<file path="config.mk">
export PLATFORM = sky130hd
export DESIGN_NAME = bt_cmd_parser
export DESIGN_NICKNAME = d
export VERILOG_FILES = /design/src/rtl/bt_cmd_parser.sv
export SDC_FILE = /design/constraint.sdc
export NUM_CORES = 1
export LEC_CHECK = 0
export BUFFER_PORTS_ARGS = -buffer_cell sky130_fd_sc_hd__buf_2
export CAP_MARGIN = 0
export CORE_ASPECT_RATIO = 0.6
export CORE_MARGIN = 2
export CORE_UTILIZATION = 40
export CTS_CLUSTER_DIAMETER = 50
export DETAILED_ROUTE_END_ITERATION = 8
export GPL_TIMING_DRIVEN = 0
export PLACE_DENSITY = 0.65
export SKIP_CTS_REPAIR_TIMING = 1
export SKIP_LAST_GASP = 1
export SLEW_MARGIN = 0
export SYNTH_ARGS = -nofsm -noshare
export SYNTH_HDL_FRONTEND = slang
export SYNTH_SLANG_ARGS = --single-unit
</file>
<file path="constraint.sdc">
create_clock -name clk -period 6.7 [get_ports clk]
set_clock_uncertainty 0.1 [all_clocks]
set_input_delay 1.005 -clock clk [delete_from_list [all_inputs] [get_ports clk]]
set_output_delay 1.005 -clock clk [all_outputs]
set_load 0.1 [all_outputs]
</file>
<file path="src/rtl/bt_cmd_parser.sv">
// Frame parser behind the Bluetooth UART receiver: SOF, code, length, payload, XOR checksum.
// Validated commands are held on cmd_* with a valid/ack handshake; errors are one-cycle pulses.
module bt_cmd_parser #(
    parameter int unsigned CLK_FREQ   = 50000000,
    parameter int unsigned TIMEOUT_MS = 10,
    parameter int unsigned MAX_LEN    = 4,
    parameter logic [7:0]  SOF        = 8'hAA
) (
    input  logic        clk,
    input  logic        reset,
    input  logic [7:0]  rx_data,
    input  logic        rx_ready,
    output logic        cmd_valid,
    input  logic        cmd_ack,
    output logic [7:0]  cmd_code,
    output logic [2:0]  cmd_len,
    output logic [31:0] cmd_payload,
    output logic        frame_err,
    output logic        timeout_err,
    output logic        overrun,
    output logic        busy
);

    localparam logic [31:0] TimeoutLimit = 32'(CLK_FREQ / 1000 * TIMEOUT_MS - 1);
    localparam logic [7:0]  MaxLenByte   = 8'(MAX_LEN);

    typedef enum logic [2:0] {
        StIdle,
        StCode,
        StLen,
        StPayload,
        StChk,
        StHold
    } state_e;

    state_e      state_q, state_d;
    logic        rx_ready_q, rx_ready_d;
    logic [7:0]  chk_q, chk_d;
    logic [31:0] cnt_q, cnt_d;
    logic [1:0]  idx_q, idx_d;
    logic [7:0]  code_q, code_d;
    logic [2:0]  len_q, len_d;
    logic [31:0] payload_q, payload_d;
    logic        cmd_valid_q, cmd_valid_d;
    logic        frame_err_q, frame_err_d;
    logic        timeout_err_q, timeout_err_d;
    logic        overrun_q, overrun_d;
    logic        busy_q, busy_d;

    logic        strobe;
    logic        timed;

    always_comb begin
        strobe        = rx_ready & ~rx_ready_q;
        timed         = state_q inside {StCode, StLen, StPayload, StChk};

        state_d       = state_q;
        rx_ready_d    = rx_ready;
        chk_d         = chk_q;
        idx_d         = idx_q;
        code_d        = code_q;
        len_d         = len_q;
        payload_d     = payload_q;
        cmd_valid_d   = cmd_valid_q;
        frame_err_d   = 1'b0;
        timeout_err_d = 1'b0;
        overrun_d     = 1'b0;

        // Counter clears on every byte and idles at zero outside the in-frame states,
        // so every state entry starts from zero.
        if (timed && !strobe) begin
            cnt_d = cnt_q + 32'd1;
        end else begin
            cnt_d = '0;
        end

        unique case (state_q)
            StIdle: begin
                if (strobe && rx_data == SOF) begin
                    state_d = StCode;
                end
            end
            StCode: begin
                if (strobe) begin
                    code_d  = rx_data;
                    chk_d   = rx_data;
                    state_d = StLen;
                end
            end
            StLen: begin
                if (strobe) begin
                    if (rx_data > MaxLenByte) begin
                        frame_err_d = 1'b1;
                        state_d     = StIdle;
                    end else begin
                        chk_d     = chk_q ^ rx_data;
                        len_d     = rx_data[2:0];
                        payload_d = '0;
                        idx_d     = '0;
                        state_d   = (rx_data == 8'd0) ? StChk : StPayload;
                    end
                end
            end
            StPayload: begin
                if (strobe) begin
                    payload_d[{idx_q, 3'b000} +: 8] = rx_data;
                    chk_d = chk_q ^ rx_data;
                    idx_d = idx_q + 2'd1;
                    if ({1'b0, idx_q} + 3'd1 == len_q) begin
                        state_d = StChk;
                    end
                end
            end
            StChk: begin
                if (strobe) begin
                    if (rx_data == chk_q) begin
                        cmd_valid_d = 1'b1;
                        state_d     = StHold;
                    end else begin
                        frame_err_d = 1'b1;
                        state_d     = StIdle;
                    end
                end
            end
            StHold: begin
                // Any byte arriving while a command is pending is lost, SOF included.
                if (strobe) begin
                    overrun_d = 1'b1;
                end
                if (cmd_valid_q && cmd_ack) begin
                    cmd_valid_d = 1'b0;
                    state_d     = StIdle;
                end
            end
            default: begin
                state_d = StIdle;
            end
        endcase

        // A byte in the terminal-count cycle was handled above and takes precedence.
        if (timed && !strobe && cnt_q == TimeoutLimit) begin
            timeout_err_d = 1'b1;
            state_d       = StIdle;
            cnt_d         = '0;
        end

        busy_d = (state_d != StIdle);
    end

    always_ff @(posedge clk) begin
        if (reset) begin
            state_q       <= StIdle;
            rx_ready_q    <= 1'b0;
            chk_q         <= '0;
            cnt_q         <= '0;
            idx_q         <= '0;
            code_q        <= '0;
            len_q         <= '0;
            payload_q     <= '0;
            cmd_valid_q   <= 1'b0;
            frame_err_q   <= 1'b0;
            timeout_err_q <= 1'b0;
            overrun_q     <= 1'b0;
            busy_q        <= 1'b0;
        end else begin
            state_q       <= state_d;
            rx_ready_q    <= rx_ready_d;
            chk_q         <= chk_d;
            cnt_q         <= cnt_d;
            idx_q         <= idx_d;
            code_q        <= code_d;
            len_q         <= len_d;
            payload_q     <= payload_d;
            cmd_valid_q   <= cmd_valid_d;
            frame_err_q   <= frame_err_d;
            timeout_err_q <= timeout_err_d;
            overrun_q     <= overrun_d;
            busy_q        <= busy_d;
        end
    end

    assign cmd_valid   = cmd_valid_q;
    assign cmd_code    = code_q;
    assign cmd_len     = len_q;
    assign cmd_payload = payload_q;
    assign frame_err   = frame_err_q;
    assign timeout_err = timeout_err_q;
    assign overrun     = overrun_q;
    assign busy        = busy_q;

endmodule

</file>
# Yosys cells after proc, flatten, opt, wreduce, memory -nomap -nowiden
# Index checks and enable logic that the tools add are counted.
[word_totals]
reg_bits = 94
[op_classes]
addsub = 4
n_lt_le_gt_ge = 1
eq_ne = 16
shift = 2
n_mux = 37
n_bitwise = 6
reduce_logical = 19
[op_table]
columns = ["cell", "n"]
rows = [
  ["$mux 32", 3],
  ["$pmux 32 s2", 1],
  ["$mux 3", 11],
  ["$add 32x1->32 const B", 1],
  ["$bwmux 32", 1],
  ["$eq 32x19->1 const B", 1],
  ["$mux 8", 4],
  ["$shift 8x7->32 const A", 1],
  ["$shiftx 8x7->32", 1],
  ["$pmux 8 s3", 1],
  ["$pmux 3 s6", 1],
  ["$ne 2x2->1 const B", 6],
  ["$mux 1", 9],
  ["$eq 8x8->1", 1],
  ["$eq 8x8->1 const B", 1],
  ["$gt 8x3->1 const B", 1],
  ["$logic_not 8->1", 1],
  ["$reduce_and 4->1", 2],
  ["$xor 8x8->8", 1],
  ["$neg 5->7", 1],
  ["$eq 3x2->1 const B", 2],
  ["$eq 3x3->1 const B", 2],
  ["$mux 2", 3],
  ["$reduce_bool 3->1", 2],
  ["19 further kinds", 27],
]

# Logic depth before layout (Yosys ltp)
[depth]
depth_word = 7
mapped_depth = 8

# Least setup slack after synthesis
# No wires, ideal clock.
[synth_path]
path_type = "input to register"
startpoint = "input rx_data[7]"
endpoint = "register payload_q[10] (netlist: cmd_payload[10])"
setup_time_ps = 132
t_arrival_ps = 2573
t_required_ps = 6468
setup_slack_ps = 3895
path_stages = 8
path_buffers = 3
path_cell_list = "buf_4 -> nor4_4 -> a31oi_2 -> or2_1 -> buf_2 -> buf_2 -> o21ai_1 -> a21oi_1"
[synth_between]
elab_chain_len = 4
elab_cells_between_ends = 7
[synth_lines]
columns = ["element", "line", "source"]
rows = [
  ["start, declared", "11", "input logic [7:0] rx_data,"],
  ["parallel branches: the longest is 4 deep, another holds $gt 8x3->1", "--", ""],
  ["end signal, assigned", "173", "payload_q <= payload_d;"],
  ["end, declared", "43", "logic [31:0] payload_q, payload_d;"],
]
# Parallel ways; which one is timed is not known. The select of a mux whose other input is x is not followed.
# A chain may end at the register's enable or synchronous reset.

# Worst setup path after layout
[layout_path]
startpoint = "input rx_data[5]"
endpoint = "register payload_q[27] (netlist: cmd_payload[27])"
# The elaborated chain is that of the path after synthesis.

==> parameters.txt <==
Parameter                              Value

Global routing
  Antenna violations before repair    0
  Largest net degree at the start of global routing    19
  Gr ovfl total    0
  Wire length of the first global-routing pass    19800 µm
  Global routing usage summed across all routing layers    21.0%
  Vias in the first global route    3716

Hold path
  Path type of the worst min-delay path    flip-flop to flip-flop
  Instance count along the most critical hold path    2

Worst setup path
  Category of the worst setup path capture point    flip-flop
  Delay of the slowest critical-path stage    0.51 ns
  Master of the slowest instance on the critical path    sky130_fd_sc_hd__a31oi_2
  Library cell appearing most often on the critical path    sky130_fd_sc_hd__buf_2
  Critical Path Source    rx_data[5]
  Startpoint of the most critical register-to-register path    idx_q[0]
  Crit-path cells    clkbuf_1, inv_2, a31oi_2, or2_1, buf_2, buf_2, o21ai_1, a21oi_1
  Count of cell instances traversed by the critical path    8
  Critical path buffer and inverter count    4
  Reg2Reg Setup Slack    4.17 ns
  Sort of element at the start of the critical path    primary input
  Max Fanout on Critical Path    10
  Endpoint of the most critical register-to-register path    cmd_payload[27]
  Data required time of the critical path    6.88 ns
  Critical Path AT    3.01 ns
  Cell family with most CP delay    buffers and inverters
  Setup CP Type    primary input to flip-flop
  Worst setup path endpoint    cmd_payload[27]
  Cell count of the worst reg-to-reg path    5

Synthesis
  Gate count after technology mapping    530
  Share of synthesized area occupied by flip-flops and latches    42.3%
  Synthesis Warnings    0
  Number of nets in the synthesized netlist    549
  XOR/XNOR share of the synthesized area    8.08%
  Share of synthesized flip-flops with an asynchronous set or reset    0%
  Largest family of logic cells by synthesized area    simple AND/OR/NAND/NOR gates
  Flop and latch count out of synthesis    94
  Most instantiated flip-flop cell in the synthesis netlist    sky130_fd_sc_hd__dfxtp_1
  Synthesized-area fraction occupied by ao, oa, aoi and oai cells    14.0%
  Mux cell area share after synthesis    2.93%
  Post-Synthesis Mean Instance Area    8.39 µm²
  Summed instance area of the synthesized netlist    0.00445 mm²
  Area share of and/or/nand/nor cells after synthesis    27.1%
  Post-synth EDFFs    0
  Adder and majority gate portion of the synthesized area    1.97%
  Synth cell types    54

Layout
  Fraction of final layout cells with drive strength greater than 1    15.2%
  Cell area after layout    0.00519 mm²
  Layout Area Growth over Synthesis    16.7%
  Final-layout fill cell count    1018
  # nets final    614
  Non-filler cells in the finished layout    739
  Utilization of the core after routing    48.5%
  Number of diodes    0

CTS
  Insertion delay to the later sink of the worst-skew pair    0.35 ns
  Root Buffer Master    sky130_fd_sc_hd__clkbuf_16
  Number of buffers inserted during clock tree synthesis    9
  CTS Buffer Depth    2
  CTS sink count    94
  H-tree depth    3
  Clk slew on worst S/H paths    0.08 ns
  CTS tree    yes

Route
  Initial DRC count    480
  Routed len/inst    16.7 µm
  Remaining antenna violation count    0
  Drt via density    5.66
  Number of remaining DRC errors    3
  Drt total wl    12300 µm
  DR vias    4181
  First-pass detailed-route iteration total    7

Die
  Core footprint    0.0107 mm²
  Row count    29
  Die area    0.0120 mm²
  Height of the die    85.7 µm
  Effective utilization at floorplan    41.5%
  Io pins    60
  Die span in x    140 µm

STA
  Final slew viol count    0
  Achievable clock frequency    354 MHz
  Smallest hold slack    0.376 ns
  Rel. slew slack    33.5%
  Setup repair after global routing missed its margin    no
  Actual transition at the worst max-transition pin    0.989 ns
  Setup TNS after final layout    0 ns
  Fin crit period    2.82 ns
  Final hold violation count    0
  Final number of setup-violating endpoints    0
  Share of the clock period used by the worst path    42.1%

Run
  Number of max-cap violations    0

Pwr
  Peak ir drop on the vdd network    0.113 mV
  Leakage power    1.90 nW
  Pwr/cell area    211 mW/mm²

Place
  Total placed cells including tap cells    723
  Number of input and output port buffers inserted    54
  Estimated wirelength of the detail-placed design    9020 µm
  Gpl congestion    0.874
  Area after detailed placement    0.00489 mm²

Run status
  Violated checks    design-rule violations
  Run status    finished, violations left
==> where the power goes <==
group          switching, W  internal (W)
sequential      0.000000241      0.000559
clock              0.000238      0.000260
combinational     0.0000281    0.00000859
==> layout by cell type, fill, tap and decap left out, drive strengths merged, types with 7 or more instances in the layout <==
cell type | netlist | final
mux2i | 13 | 13
inv | 8 | 11
buf | 10 | 64
nand3 | 46 | 46
a21oi | 37 | 37
xnor2 | 21 | 21
o21ai | 43 | 43
nor2b | 9 | 9
clkbuf | 20 | 29
dfxtp | 94 | 94
nand2 | 31 | 31
nand4 | 20 | 20
nor4 | 12 | 12
xor2 | 20 | 20
ha | 7 | 7
nor3 | 15 | 15
nor2 | 75 | 75
==> Yosys cell counts, types with 2 or more instances <==
master	instances	area, µm²
sky130_fd_sc_hd__dfxtp_1	94	1880
sky130_fd_sc_hd__nor2_1	75	282
sky130_fd_sc_hd__nand3_1	46	230
sky130_fd_sc_hd__a21oi_1	37	185
sky130_fd_sc_hd__o21ai_1	35	175
sky130_fd_sc_hd__nand2_1	31	116
sky130_fd_sc_hd__xnor2_1	21	184
sky130_fd_sc_hd__clkbuf_1	20	75.1
sky130_fd_sc_hd__nand4_1	20	125
sky130_fd_sc_hd__xor2_1	20	175
sky130_fd_sc_hd__mux2i_1	13	130
sky130_fd_sc_hd__nor3_1	11	55.1
sky130_fd_sc_hd__nor4_1	10	62.6
sky130_fd_sc_hd__nor2b_1	9	56.3
sky130_fd_sc_hd__o21ai_0	8	40.0
sky130_fd_sc_hd__buf_2	7	35.0
sky130_fd_sc_hd__ha_1	7	87.6
sky130_fd_sc_hd__inv_1	7	26.3
sky130_fd_sc_hd__and4_1	5	43.8
sky130_fd_sc_hd__and3_1	4	25.0
sky130_fd_sc_hd__a31o_1	3	26.3
sky130_fd_sc_hd__nand2b_1	3	18.8
sky130_fd_sc_hd__nor3_4	3	48.8
sky130_fd_sc_hd__nor4b_1	3	26.3
sky130_fd_sc_hd__o211a_1	3	30.0
sky130_fd_sc_hd__o211ai_1	3	22.5
sky130_fd_sc_hd__or3_1	3	18.8
sky130_fd_sc_hd__nor3b_1	2	15.0
sky130_fd_sc_hd__o21a_1	2	15.0
==> logic make-up after synthesis <==
kind of cell	Yosys count
buffers and inverters	38
flip-flops	94
AO/OA/AOI/OAI	105
AND/OR/NAND/NOR	232
adder cells (fa/ha/maj)	7
multiplexers	13
XOR/XNOR	41
==> flip-flops by register name, indices dropped and copies added, names as in the netlist, 2 cells and up <==
name,cells
chk_q,8
cmd_code,8
state_q,3
cmd_len,3
cnt_q,32
idx_q,2
cmd_payload,32
==> worst min-delay path by stage <==
stage	end	from	slack, ns
floorplan	cnt_q[0]	cnt_q[0]	0.34
finish	cmd_payload[7]	cmd_payload[7]	0.38
CTS	cmd_payload[7]	cmd_payload[7]	0.38
global placement	cmd_payload[9]	cmd_payload[9]	0.36
detailed placement	cnt_q[0]	cnt_q[0]	0.37
global route	cmd_payload[31]	cmd_payload[31]	0.41
==> stage by stage <==
| step | worst slack [ns] | total power [W] |
|---|---|---|
| finish | 3.88 | 0.00109 |
| global route | 3.73 | 0.00113 |
| CTS | 3.79 | 0.00110 |
| detailed placement | 3.55 | 0.000607 |
| global placement | 3.55 | 0.000607 |
| floorplan | 3.90 | 0.000593 |
==> area by class of cell <==
class	instances	area, µm²	share of cell area [%]
Clock inverter	7	65.1	1.25
Multi-Input combinational cell	398	2410	46.4
Buffer	30	133	2.56
Sequential cell	94	1880	36.3
Tap cell	139	174	3.35
Inverter	8	30.0	0.579
Timing Repair Buffer	54	270	5.21
Clock buffer	9	225	4.34
==> worst register-to-register path, stage by stage (launching register included) <==
cell                      delay (ns)
sky130_fd_sc_hd__dfxtp_1        0.52
sky130_fd_sc_hd__inv_1          0.18
sky130_fd_sc_hd__ha_1           0.43
sky130_fd_sc_hd__nor4_2         0.88
sky130_fd_sc_hd__nand3_1        0.17
sky130_fd_sc_hd__a21oi_1        0.19
==> routing by layer <==
layer  share of wire, %  vias to the layer above  routed length (µm)  track usage, %
li1                   -                     2013                   -               -
met1                 52                     1999                6360            32.3
met2                 38                      162                4730            27.5
met3                9.3                        7                1140            7.43
met4               0.69                        0                  85            4.68
met5                  0                        -                   0               0
No activity file was read; power rests on OpenSTA's default activity.
